File: config.mk
export PLATFORM = sky130hd
export DESIGN_NAME = toss_stats
export DESIGN_NICKNAME = d
export VERILOG_FILES = /design/src/rtl/toss_pkg.sv /design/src/rtl/toss_run_detect.sv /design/src/rtl/toss_stats.sv
export SDC_FILE = /design/constraint.sdc
export NUM_CORES = 1
export LEC_CHECK = 0
export BUFFER_PORTS_ARGS = -buffer_cell sky130_fd_sc_hd__buf_2
export CORE_ASPECT_RATIO = 1.2
export CORE_MARGIN = 5
export CORE_UTILIZATION = 60
export CTS_CLUSTER_DIAMETER = 30
export DETAILED_ROUTE_END_ITERATION = 7
export PLACE_DENSITY = 0.83
export SLEW_MARGIN = 20
export SYNTH_ARGS = -nofsm -noshare
export SYNTH_HDL_FRONTEND = slang
export SYNTH_SLANG_ARGS = --single-unit
File: constraint.sdc
create_clock -name clk -period 3.3 [get_ports clk]
set_input_delay 0 -clock clk [delete_from_list [all_inputs] [get_ports clk]]
set_output_delay 0 -clock clk [all_outputs]
set_load 0.1 [all_outputs]
File: src/rtl/toss_pkg.sv
// ============================================================================
// Module      : toss_pkg
// Description : Shared constants and state type for the toss_stats block.
// Revision    : 1.0 - initial release
// ============================================================================
`default_nettype none

package toss_pkg;

    localparam int SYM_W    = 3;
    localparam int NUM_BINS = 8;

    typedef enum logic [1:0] {
        ST_IDLE   = 2'd0,
        ST_ACTIVE = 2'd1,
        ST_FROZEN = 2'd2,
        ST_CLEAR  = 2'd3
    } state_t;

endpackage

`default_nettype wire

File: src/rtl/toss_run_detect.sv
// ============================================================================
// Module      : toss_run_detect
// Description : Tracks identical consecutive accepted symbols and pulses
//               run_hit when a run first reaches RUN_LEN.
// Revision    : 1.0 - initial release
// ============================================================================
`default_nettype none

module toss_run_detect
    import toss_pkg::*;
#(
    parameter int RUN_LEN = 4
) (
    input  logic             clk,
    input  logic             rst,
    input  logic             accept,
    input  logic [SYM_W-1:0] sym,
    input  logic             flush,
    output logic             run_hit,
    output logic [SYM_W-1:0] run_sym
);

    localparam logic [3:0] C_RUN_LEN = 4'(RUN_LEN);

    logic [SYM_W-1:0] r_last_sym;
    logic [3:0]       r_run_len;   // 0 means tracker empty

    always_ff @(posedge clk or posedge rst) begin
        if (rst) begin
            r_last_sym <= '0;
            r_run_len  <= '0;
            run_hit    <= 1'b0;
            run_sym    <= '0;
        end else begin
            run_hit <= 1'b0;
            if (flush) begin
                r_run_len <= '0;
            end else if (accept) begin
                if (r_run_len != 4'd0 && sym == r_last_sym) begin
                    // Length saturates, so the pulse fires once per run
                    if (r_run_len < C_RUN_LEN) begin
                        r_run_len <= r_run_len + 4'd1;
                        if (r_run_len + 4'd1 == C_RUN_LEN) begin
                            run_hit <= 1'b1;
                            run_sym <= sym;
                        end
                    end
                end else begin
                    r_last_sym <= sym;
                    r_run_len  <= 4'd1;
                end
            end
        end
    end

endmodule

`default_nettype wire

File: src/rtl/toss_stats.sv
// ============================================================================
// Module      : toss_stats
// Description : 8-bin symbol histogram over a fixed window with clear sweep,
//               registered read port and optional run detector
//               (enabled by defining TOSS_STATS_RUN_EN).
// Revision    : 1.0 - initial release
// ============================================================================
`default_nettype none

module toss_stats
    import toss_pkg::*;
#(
    parameter int CNT_W   = 8,
    parameter int WINDOW  = 200,
    parameter int RUN_LEN = 4
) (
    input  logic             clk,
    input  logic             rst,
    input  logic [SYM_W-1:0] sym_in,
    input  logic             sym_valid,
    input  logic             clear,
    input  logic             rd_req,
    input  logic [SYM_W-1:0] rd_idx,
    output logic [CNT_W-1:0] rd_data,
    output logic             rd_valid,
    output logic [CNT_W-1:0] total,
    output logic             done,
    output logic             busy,
    output logic             run_hit,
    output logic [SYM_W-1:0] run_sym
);

    localparam logic [CNT_W-1:0] C_LAST = CNT_W'(WINDOW - 1);

    generate
        if (WINDOW < 1 || WINDOW > (2**CNT_W) - 1 || RUN_LEN < 2 || RUN_LEN > 15) begin : g_param_check
            $error("toss_stats: illegal WINDOW/RUN_LEN for CNT_W");
        end
    endgenerate

    state_t           r_state;
    logic [CNT_W-1:0] r_bins [NUM_BINS];
    logic [SYM_W-1:0] r_sweep_idx;

    logic w_counting;
    logic w_flush;
    logic w_accept;

    assign w_counting = (r_state == ST_IDLE) || (r_state == ST_ACTIVE);
    assign w_flush    = clear && (r_state != ST_CLEAR);
    // A sample arriving with clear is dropped
    assign w_accept   = sym_valid && w_counting && !clear;

    always_ff @(posedge clk or posedge rst) begin
        if (rst) begin
            r_state     <= ST_IDLE;
            r_sweep_idx <= '0;
            total       <= '0;
            done        <= 1'b0;
            busy        <= 1'b0;
            rd_data     <= '0;
            rd_valid    <= 1'b0;
            for (int i = 0; i < NUM_BINS; i++) begin
                r_bins[i] <= '0;
            end
        end else begin
            // Read sees bin contents from before this edge's update
            rd_valid <= rd_req && (r_state != ST_CLEAR);
            if (rd_req && r_state != ST_CLEAR) begin
                rd_data <= r_bins[rd_idx];
            end

            case (r_state)
                ST_IDLE, ST_ACTIVE, ST_FROZEN: begin
                    if (clear) begin
                        r_state     <= ST_CLEAR;
                        r_sweep_idx <= '0;
                        total       <= '0;
                        done        <= 1'b0;
                        busy        <= 1'b1;
                    end else if (w_accept) begin
                        r_bins[sym_in] <= r_bins[sym_in] + CNT_W'(1);
                        total          <= total + CNT_W'(1);
                        if (total == C_LAST) begin
                            r_state <= ST_FROZEN;
                            done    <= 1'b1;
                        end else begin
                            r_state <= ST_ACTIVE;
                        end
                    end
                end
                ST_CLEAR: begin
                    r_bins[r_sweep_idx] <= '0;
                    r_sweep_idx         <= r_sweep_idx + 3'd1;
                    if (r_sweep_idx == 3'(NUM_BINS - 1)) begin
                        r_state <= ST_IDLE;
                        busy    <= 1'b0;
                    end
                end
                default: r_state <= ST_IDLE;
            endcase
        end
    end

`ifdef TOSS_STATS_RUN_EN
    toss_run_detect #(
        .RUN_LEN (RUN_LEN)
    ) u_run_detect (
        .clk     (clk),
        .rst     (rst),
        .accept  (w_accept),
        .sym     (sym_in),
        .flush   (w_flush),
        .run_hit (run_hit),
        .run_sym (run_sym)
    );
`else
    logic w_unused;
    assign w_unused = w_flush;
    assign run_hit  = 1'b0;
    assign run_sym  = '0;
`endif

endmodule

`default_nettype wire

==> Yosys cells after proc, flatten, opt, wreduce, memory -nomap -nowiden <==
Cells that the tools add are included.
{ "classes": {"n_addsub": 3, "n_lt_le_gt_ge": 5, "n_eq_ne": 11, "mux": 29, "bitwise": 5, "n_reduce_logical": 16} }
{ "ops": {"columns": ["cell", "count"], "rows": [
  ["64-bit 2-to-1 mux", 2],
  ["64-bit case mux with 2 select lines", 1],
  ["64-bit bitwise AND", 1],
  ["64-bit bitwise mux", 1],
  ["8-bit 2-to-1 mux", 8],
  ["64-bit NOT", 1],
  ["8-bit binary-select mux with 3-bit select", 2],
  ["8-bit demux with 3-bit select", 2],
  ["8-bit by 1-bit adder with 8-bit output, second input constant", 2],
  ["4-bit greater-or-equal comparator, second input constant", 3],
  ["3-bit NOT with 4-bit output", 3],
  ["2-bit inequality test, second input constant", 5],
  ["8-bit equality test, second input constant", 1],
  ["4-bit by 1-bit less-than comparator with 1-bit output, second input constant", 2],
  ["2-bit 2-to-1 mux", 4],
  ["2-bit AND reduction", 4],
  ["3-bit case mux with 2 select lines", 1],
  ["1-bit logical AND", 5],
  ["1-bit 2-to-1 mux", 5],
  ["2-bit equality test, second input constant", 2],
  ["2-bit case mux with 2 select lines", 1],
  ["2-bit nonzero test", 2],
  ["3-bit by 1-bit adder with 3-bit output, second input constant", 1],
  ["3-bit equality test, second input constant", 1],
  ["9 further kinds", 9]
]} }
{ "word_totals": {"regBits": 88, "in_bits": 11, "output_inout_bits": 23, "wordCells": 84} }

==> Longest topological paths before layout <==
Gate-level depths: netlist of run 1.
{ "depth": {"word_depth": 9, "mapped_depth": 10} }

==> Least setup slack after synthesis of run 1 <==
Ideal clock, no wire load.
{ "synth_path": {"path_kind": "reg-to-reg", "from": "reg r_bins[28] in the netlist's numbering", "to": "reg r_bins[47] in the netlist's numbering", "arrival_time_ps": 2031, "required_ps": 3206, "path_slack_ps": 1175, "stages_incl_launch_ff": 8, "n_path_buf": 1, "path_cell_list": "dfrtp_1 -> mux4_1 -> mux2i_4 -> nand2b_1 -> o22a_2 -> buf_6 -> mux2_2 -> a221oi_2"} }
{ "synth_via": {"elab_chain_len": 8} }
{ "synth_lines": {"columns": ["item", "line", "text"], "rows": [
  ["start, declared", "toss_stats.sv:42", "logic [CNT_W-1:0] r_bins [NUM_BINS];"],
  ["start signal, assigned by index", "toss_stats.sv:82", "r_bins[sym_in] <= r_bins[sym_in] + CNT_W'(1);"],
  ["8-bit binary-select mux with 3-bit select", "toss_stats.sv:82", null],
  ["8-bit 2-to-1 mux (implied by the code) (2 in a row)", "toss_stats.sv:82", null],
  ["8-bit by 1-bit adder with 8-bit output", "toss_stats.sv:82", null],
  ["64-bit bitwise mux", "toss_stats.sv:82", null],
  ["64-bit 2-to-1 mux", "toss_stats.sv:81", "end else if (w_accept) begin"],
  ["64-bit 2-to-1 mux", "toss_stats.sv:75", "if (clear) begin"],
  ["64-bit case mux with 2 select lines", "toss_stats.sv:73", "case (r_state)"]
]} }
Every way passes these cells. The select of a mux whose other input is x is not followed.
A chain may end at the register's enable or synchronous reset.

==> Worst setup path in the final report of run 1 <==
{ "layout_path": {"from": "reg r_state[1]", "to": "reg r_bins[61] in the netlist's numbering"} }
{ "layout_via": {"elab_chain_len": 6, "elab_cells_between_ends": 12} }
{ "layout_lines": {"columns": ["item", "line", "text"], "rows": [
  ["start, declared", "toss_stats.sv:41", "state_t r_state;"],
  ["start signal, assigned", "toss_stats.sv:56", "r_state <= ST_IDLE;"],
  ["start signal, assigned", "toss_stats.sv:76", "r_state <= ST_CLEAR;"],
  ["start signal, assigned", "toss_stats.sv:85", "r_state <= ST_FROZEN;"],
  ["2-bit by 1-bit equality test with 1-bit output or 2-bit logical NOT (tied branches)", "toss_stats.sv:49, toss_stats.sv:73", null],
  ["1-bit logical OR", "toss_stats.sv:49", "assign w_counting = (r_state == ST_IDLE) || (r_state == ST_ACTIVE);"],
  ["1-bit logical AND (2 in a row)", "toss_stats.sv:52", "assign w_accept = sym_valid && w_counting && !clear;"],
  ["2-bit inequality test (no line)", null, null],
  ["2-bit AND reduction (no line)", null, null]
]} }
Several ways; a longest one is shown, not always the timed one.

==> results of run 1 <==
state kept, by name, indices dropped and copies added (netlist names):
signal       cells
r_bins          64
total            8
rd_valid         1
rd_data          8
r_state          2
r_sweep_idx      3
done             1
busy             1
cell usage in the layout (no fill, tap or decap), types with 3 or more instances in the layout:
master	count
dfrtp_1	88
nand3_1	71
o21ai_0	56
nand2_1	37
nor2_1	32
buf_2	29
mux4_2	23
mux2i_1	15
a21oi_1	11
mux2_2	10
clkbuf_8	10
o21ai_1	8
or4_1	8
buf_4	8
nor2b_1	6
and2_1	6
o31ai_1	6
nand3b_1	5
nor3_1	4
o211ai_1	4
xnor2_1	4
ha_1	4
conb_1	4
mux4_1	3
inv_1	3
a211oi_1	3
nor4_1	3
xor2_1	3
o21a_1	3
dlygate4sd3_1	3
layer usage:
layer	global-route usage	vias up	share of wire
met2	0.4394	213	0.48
met5	0	-	0
li1	-	1826	-
met4	0.1738	0	0.052
met1	0.3418	1951	0.38
met3	0.05703	60	0.081
cells by family after synthesis:
| family | synth area share |
|---|---|
| and+or+nand+nor | 0.1768 |
| AOI/OAI and AO/OA | 0.1288 |
| muxes | 0.1863 |
| other | 0.0007483 |
| adders and majority gates | 0.009988 |
| xor gates and xnor gates | 0.01548 |
| DFF | 0.4395 |
| buffers and inverters | 0.04245 |
worst max-delay path, delay by kind of cell (launching register included):
| family | cells | cell delay, ns |
|---|---|---|
| flops | 1 | 0.44 |
| simple gates | 5 | 2.02 |
area by class of cell:
type | count | area share
Multi-Input combinational cell | 358 | 0.4838
Sequential cell | 88 | 0.4085
Timing Repair Buffer | 40 | 0.04364
Tap cell | 114 | 0.02646
Clock buffer | 11 | 0.02623
Clock inverter | 5 | 0.007660
Inverter | 5 | 0.003714
path summary, 6_finish.rpt:
| kind | slack [ns] | start | depth (start not counted) | endpoint |
|---|---|---|---|---|
| setup reg to reg | 0.76 | r_state[1] | 5 | r_bins[61] |
| max in group asynchronous | 2.00 | rst | 4 | r_bins[29] |
| hold / removal | 0.13 | rd_idx[2] | 3 | rd_data[2] |
| hold reg to reg | 0.50 | busy | 1 | busy |
| min in group asynchronous | 0.20 | rst | 3 | busy |
| setup / recovery | 0.76 | r_state[1] | 5 | r_bins[61] |
stage by stage:
step / area, sq um / setup slack, ns / power [uW] / utilization
after floorplan: 5022 / 1.021 / 2648 / -
after global placement: 5177 / 0.8235 / 2930 / 0.6351
after detailed placement: 5177 / 0.6982 / 2976 / 0.6351
after CTS: 5390 / 0.8474 / 3683 / 0.6611
after global routing: 5390 / 0.6508 / 3881 / 0.6611
final: 5390 / 0.7592 / 3677 / 0.6611
timing repair:
action / CTS / global route
hold endpoints to repair: 36 / 0
hold buffers: 3 / 0
endpoints found under the setup margin: 0 / 0
power breakdown:
group	total (uW)	internal, uW	switching, uW
combinational	1550	346	1200
clock	712	300	412
sequential	1420	1270	152
total	3680	1910	1770
==> metrics.csv, run 1 <==
stage;metric;value;unit
timing;worst slew pin tran;0.7577;ns
clock_tree;CTS sink cnt;88;
synth;main flop type after synthesis;dfrtp_1;
clock_tree;clock transition at the registers of the reported paths;0.10;ns
synth;FF+latch count, synth;88;
synth;EDFF count, synth;0;
flow_run;Max Cap Violations;0;
power_and_ir_drop;Peak VDD IR;751.8;uV
layout;Area Growth Syn to Fin;7.566;%
detailed_routing;DRT Pass-1 Iters;5;
clock_tree;Max Root-Sink Buffers;2;
timing;Final Cycle Share;0.7699;
placed_design;Detail Placement HPWL;8591;microns
placed_design;final RePlAce weighted congestion;0.9228;
global_routing;initial antenna violation count;0;
global_routing;largest net degree at the start of global routing;57;
outcome;status;finished clean;
timing;Worst slew margin;0.4936;
clock_tree;CTS tree;yes;
timing;Final setup viols;0;
layout;Multi-input gate area;2608;sq um
hold_path;HP Class;input port to flop;
die;Core ar.;8153;sq um
synth;Seq/Total Area, Yosys;0.4395;
synth;post-synth cell types;56;
critical_path;Crit Path Class;flop to flop;
layout;share of cells above drive strength 1;0.1972;
die;chip width;93.43;microns
detailed_routing;Final ANT Viol Nets;0;
timing;clock skew;0.01600;ns
synth;Avg Cell Area, Syn;10.42;sq um
clock_tree;CTS root buf;clkbuf_8;
synth;ys async rst share;1.000;
synth;Area contributors post-synth;dfrtp_1, mux4_2, nand3_1;
critical_path;Setup crit start kind;flop;
global_routing;total track usage;0.2747;
clock_tree;post_cts resized;0;
timing;RSZ-0062 raised after global routing;false;
critical_path;Worst Path Arrival;2.85;ns
clock_tree;H-tree Lvls;3;
die;Row Count;36;
die;Initial Util;0.6146;
layout;ant diodes;0;
detailed_routing;routed len/inst;20.48;microns
die;Die Height;110.1;microns
critical_path;CP endpoint kind;flop;
timing;max-slew violations;0;
power_and_ir_drop;static leakage;0.002255;uW
layout;fillcell total;633;
detailed_routing;DR vias;4050;
clock_tree;setup repair bufs after CTS;0;
detailed_routing;final WL;12720;microns
detailed_routing;number of DRC markers in iteration 0;422;
critical_path;slowest cell delay on critical path;0.61;ns
synth;post-synth design cell area;5011;sq um
layout;final std cells w/o fill;621;
layout;NumNets Final;517;
timing;setup TNS;0;ns
global_routing;global-route wire length before repair;21470;microns
die;io pins;34;
critical_path;Crit Path Max Fanout;17;
power_and_ir_drop;P per Cell Area;682.2;nW/um^2
synth;count leader, synth;dfrtp_1;
die;die area;10290;sq um
critical_path;Cell Chain, Critical Path;nand2b_1, nor3_1, nand2_1, or4_1, nand3_1;
synth;Yosys top cell area share;0.4395;
critical_path;Slowest-stage cell, CP;nand2_1;
synth;Post-synth top cells;dfrtp_1, nand3_1, o21ai_0, nand2_1, nor2_1;
timing;min Tclk post-route;2.541;ns
placed_design;IO Port Bufs;29;
global_routing;grt ovf;0;
synth;area leader, netlist;dfrtp_1;
critical_path;Worst Path Required;3.61;ns
clock_tree;Inserted Clock Buffers;9;
synth;Yosys warning total;0;
detailed_routing;DR vias/cell;6.522;
global_routing;vias in the first global route;4195;
timing;final hold viol count;0;
placed_design;DP Cell Count;602;
clock_tree;worst skew pair latency;0.38;ns
timing;hold_ws;0.1336;ns
layout;register area;2202;sq um
timing;FMAX;393.6;MHz
detailed_routing;DRC;0;
synth;Post-Syn Instances;481;
Power figures use the tool's default switching activity.
==> inputs of run 2 (changes only) <==
- ABC_AREA: default -> 1
- clock period: 3.3 -> 2.4 ns (I/O delays scaled with it)
==> metrics.csv, run 2 <==
stage;metric;value;unit
synth;post-synth cell types;43;
die;Die Height;112.9;microns
synth;EDFF count, synth;0;
synth;FF+latch count, synth;88;
power_and_ir_drop;static leakage;0.002660;uW
hold_path;HP Start;clear;
layout;most common cell after layout, fill and taps aside;nand2_1;
clock_tree;clock transition at the registers of the reported paths;0.09;ns
critical_path;Crit Path Class;flop to flop;
synth;area leader, netlist;dfrtp_1;
die;chip width;95.79;microns
global_routing;initial antenna violation count;0;
detailed_routing;final WL;14840;microns
global_routing;vias in the first global route;4959;
layout;largest register by flop count;r_bins;
clock_tree;CTS sink cnt;88;
layout;max reg flops;64;
critical_path;RR Startpoint;r_state[1];
synth;mux cell area share after synthesis;0;
critical_path;CP endpoint kind;flop;
layout;registers with the most flip-flops;r_bins x64, rd_data x8, total x8;
outcome;status;finished clean;
layout;NumNets Final;726;
synth;xor-xnor portion of the synthesized cell area;0.006375;
clock_tree;H-tree Lvls;3;
synth;Area contributors post-synth;dfrtp_1, nand2_1, inv_1;
power_and_ir_drop;P per Cell Area;1054;nW/um^2
die;io pins;34;
synth;Yosys warning total;0;
placed_design;final RePlAce weighted congestion;0.9445;
timing;min Tclk post-route;2.032;ns
synth;Post-Synth Adder-Cell Area;0.009445;
timing;worst slew pin tran;0.8607;ns
synth;Synth Area in Compound Gates;0.2043;
layout;fillcell total;779;
critical_path;Worst Path Required;2.63;ns
timing;Final setup viols;0;
clock_tree;Max Root-Sink Buffers;2;
synth;count leader, synth;nand2_1;
global_routing;global-route wire length before repair;24320;microns
synth;Post-synth top cells;nand2_1, dfrtp_1, inv_1, nand3_1, o21ai_0;
layout;most frequent cells in the layout;nand2_1, dfrtp_1, inv_1;
clock_tree;setup repair bufs after CTS;0;
die;Initial Util;0.6154;
critical_path;Crit Path Max Fanout;6;
placed_design;Placement Cell Area;5512;sq um
detailed_routing;DRT Pass-1 Iters;7;
timing;Worst slew margin;0.4224;
detailed_routing;routed len/inst;17.81;microns
synth;Avg Cell Area, Syn;7.747;sq um
placed_design;Detail Placement HPWL;10760;microns
detailed_routing;number of DRC markers in iteration 0;482;
synth;post-synth design cell area;5299;sq um
layout;final std cells w/o fill;833;
synth;Post-Syn Instances;684;
timing;Final Cycle Share;0.8465;
layout;Multi-input gate area;2557;sq um
layout;Final Cell Area;5752;sq um
clock_tree;Inserted Clock Buffers;9;
synth;Seq/Total Area, Yosys;0.4156;
detailed_routing;DRC;0;
clock_tree;CTS tree;yes;
layout;share of cells above drive strength 1;0.1676;
synth;ys async rst share;1.000;
timing;clock skew;0.009436;ns
timing;RSZ-0062 raised after global routing;false;
placed_design;DP Cell Count;815;
die;die area;10820;sq um
layout;Area Growth Syn to Fin;8.548;%
synth;main flop type after synthesis;dfrtp_1;
global_routing;largest net degree at the start of global routing;47;
timing;FMAX;492.2;MHz
clock_tree;CTS root buf;clkbuf_8;
die;Core ar.;8611;sq um
global_routing;total track usage;0.2909;
synth;Simple-Gate Fraction of Synth Area;0.2597;
synth;largest family of logic cells by synthesized area;simple AND/OR/NAND/NOR gates;
hold_path;HP Class;input port to flop;
flow_run;Max Cap Violations;0;
die;Row Count;37;
timing;final hold viol count;0;
clock_tree;worst skew pair latency;0.37;ns
layout;ant diodes;0;
synth;Yosys top cell area share;0.4156;
critical_path;Worst Path Arrival;2.27;ns
detailed_routing;DR vias;5023;
detailed_routing;DR vias/cell;6.030;
timing;setup TNS;0;ns
critical_path;worst setup path startpoint;r_state[1];
layout;register area;2202;sq um
critical_path;Setup crit start kind;flop;
timing;max-slew violations;0;
global_routing;grt ovf;0;
placed_design;IO Port Bufs;29;
detailed_routing;Final ANT Viol Nets;0;
power_and_ir_drop;Peak VDD IR;767.7;uV
[run 2: cell count changes after synthesis, moves of 8 or more]
cell,delta
mux2i_1,-15
mux4_2,-23
o22ai_1,+40
nand2_2,+16
mux2_2,-10
nand2_1,+109
or4_1,-8
a21oi_1,+41
inv_1,+77
nand3_1,-17
o22ai_2,+9
[run 2: worst max-delay path: stages (launching register included)]
cell and delay, ns:
dfrtp_1 0.41, inv_1 0.10, nand2_1 0.17, nor2_4 0.20, inv_1 0.15, nor2_1 0.15
nor2_1 0.11, nor2_1 0.46, o22ai_1 0.15
[run 2: power breakdown]
part           total [uW]  leakage [uW]  switching (uW)  internal [uW]
clock                1150      0.000101             564            586
sequential           2160       0.00117             290           1870
combinational        2750       0.00139            2080            675
[run 2: kinds of logic (layout without fill, tap and decap cells)]
logic type / count (synthesis) / in the layout
compound gates: 181 / 181
simple gates: 288 / 288
xor+xnor: 3 / 3
flops: 88 / 88
other cells: 1 / 4
fa+ha+maj: 4 / 4
buf+inv: 119 / 148
[run 2: final timing paths]
path | to | slack [ns] | depth (start not counted)
worst max-delay path | r_bins[56] | 0.37 | 8
worst min-delay path | done | 0.04 | 4
worst max register to register | r_bins[56] | 0.37 | 8
worst min register to register | busy | 0.49 | 2
max in group asynchronous | r_bins[46] | 1.40 | 4
min in group asynchronous | r_bins[13] | 0.29 | 3
[run 2: per-stage QoR]
step,utilization,hold slack (ns),setup WS (ns),total power [uW]
2_1_floorplan,-,0.1760,0.1214,4283
3_3_place_gp,0.6401,0.1470,0.4510,4808
3_5_place_dp,0.6401,0.1591,0.3260,4906
4_1_cts,0.6680,0.03115,0.4128,6034
5_1_grt,0.6680,0.05555,0.1279,6408
6_report,0.6680,0.04121,0.3684,6060
[run 2: what timing repair did]
| action | 4_1_cts | 5_1_grt |
|---|---|---|
| resized for setup | 0 | 0 |
| hold buffers | 2 | 0 |
| endpoints found under the hold margin | 43 | 0 |
[run 2: per-layer routing]
metal | track usage | up-vias | wire (microns)
met5 | 0 | - | 0
met4 | 0.1414 | 0 | 656
met3 | 0.04787 | 60 | 1034
met2 | 0.4833 | 217 | 7394
met1 | 0.3637 | 2416 | 5753
li1 | - | 2330 | -
[run 2: layout make-up]
type                       instances  area share
inverter                          89     0.06004
multi-input combinational        480      0.4446
sequential                        88      0.3829
clock buffer                       9     0.02154
clock inverter                     7     0.01675
tap                              117     0.02545
timing repair buffer              43     0.04873
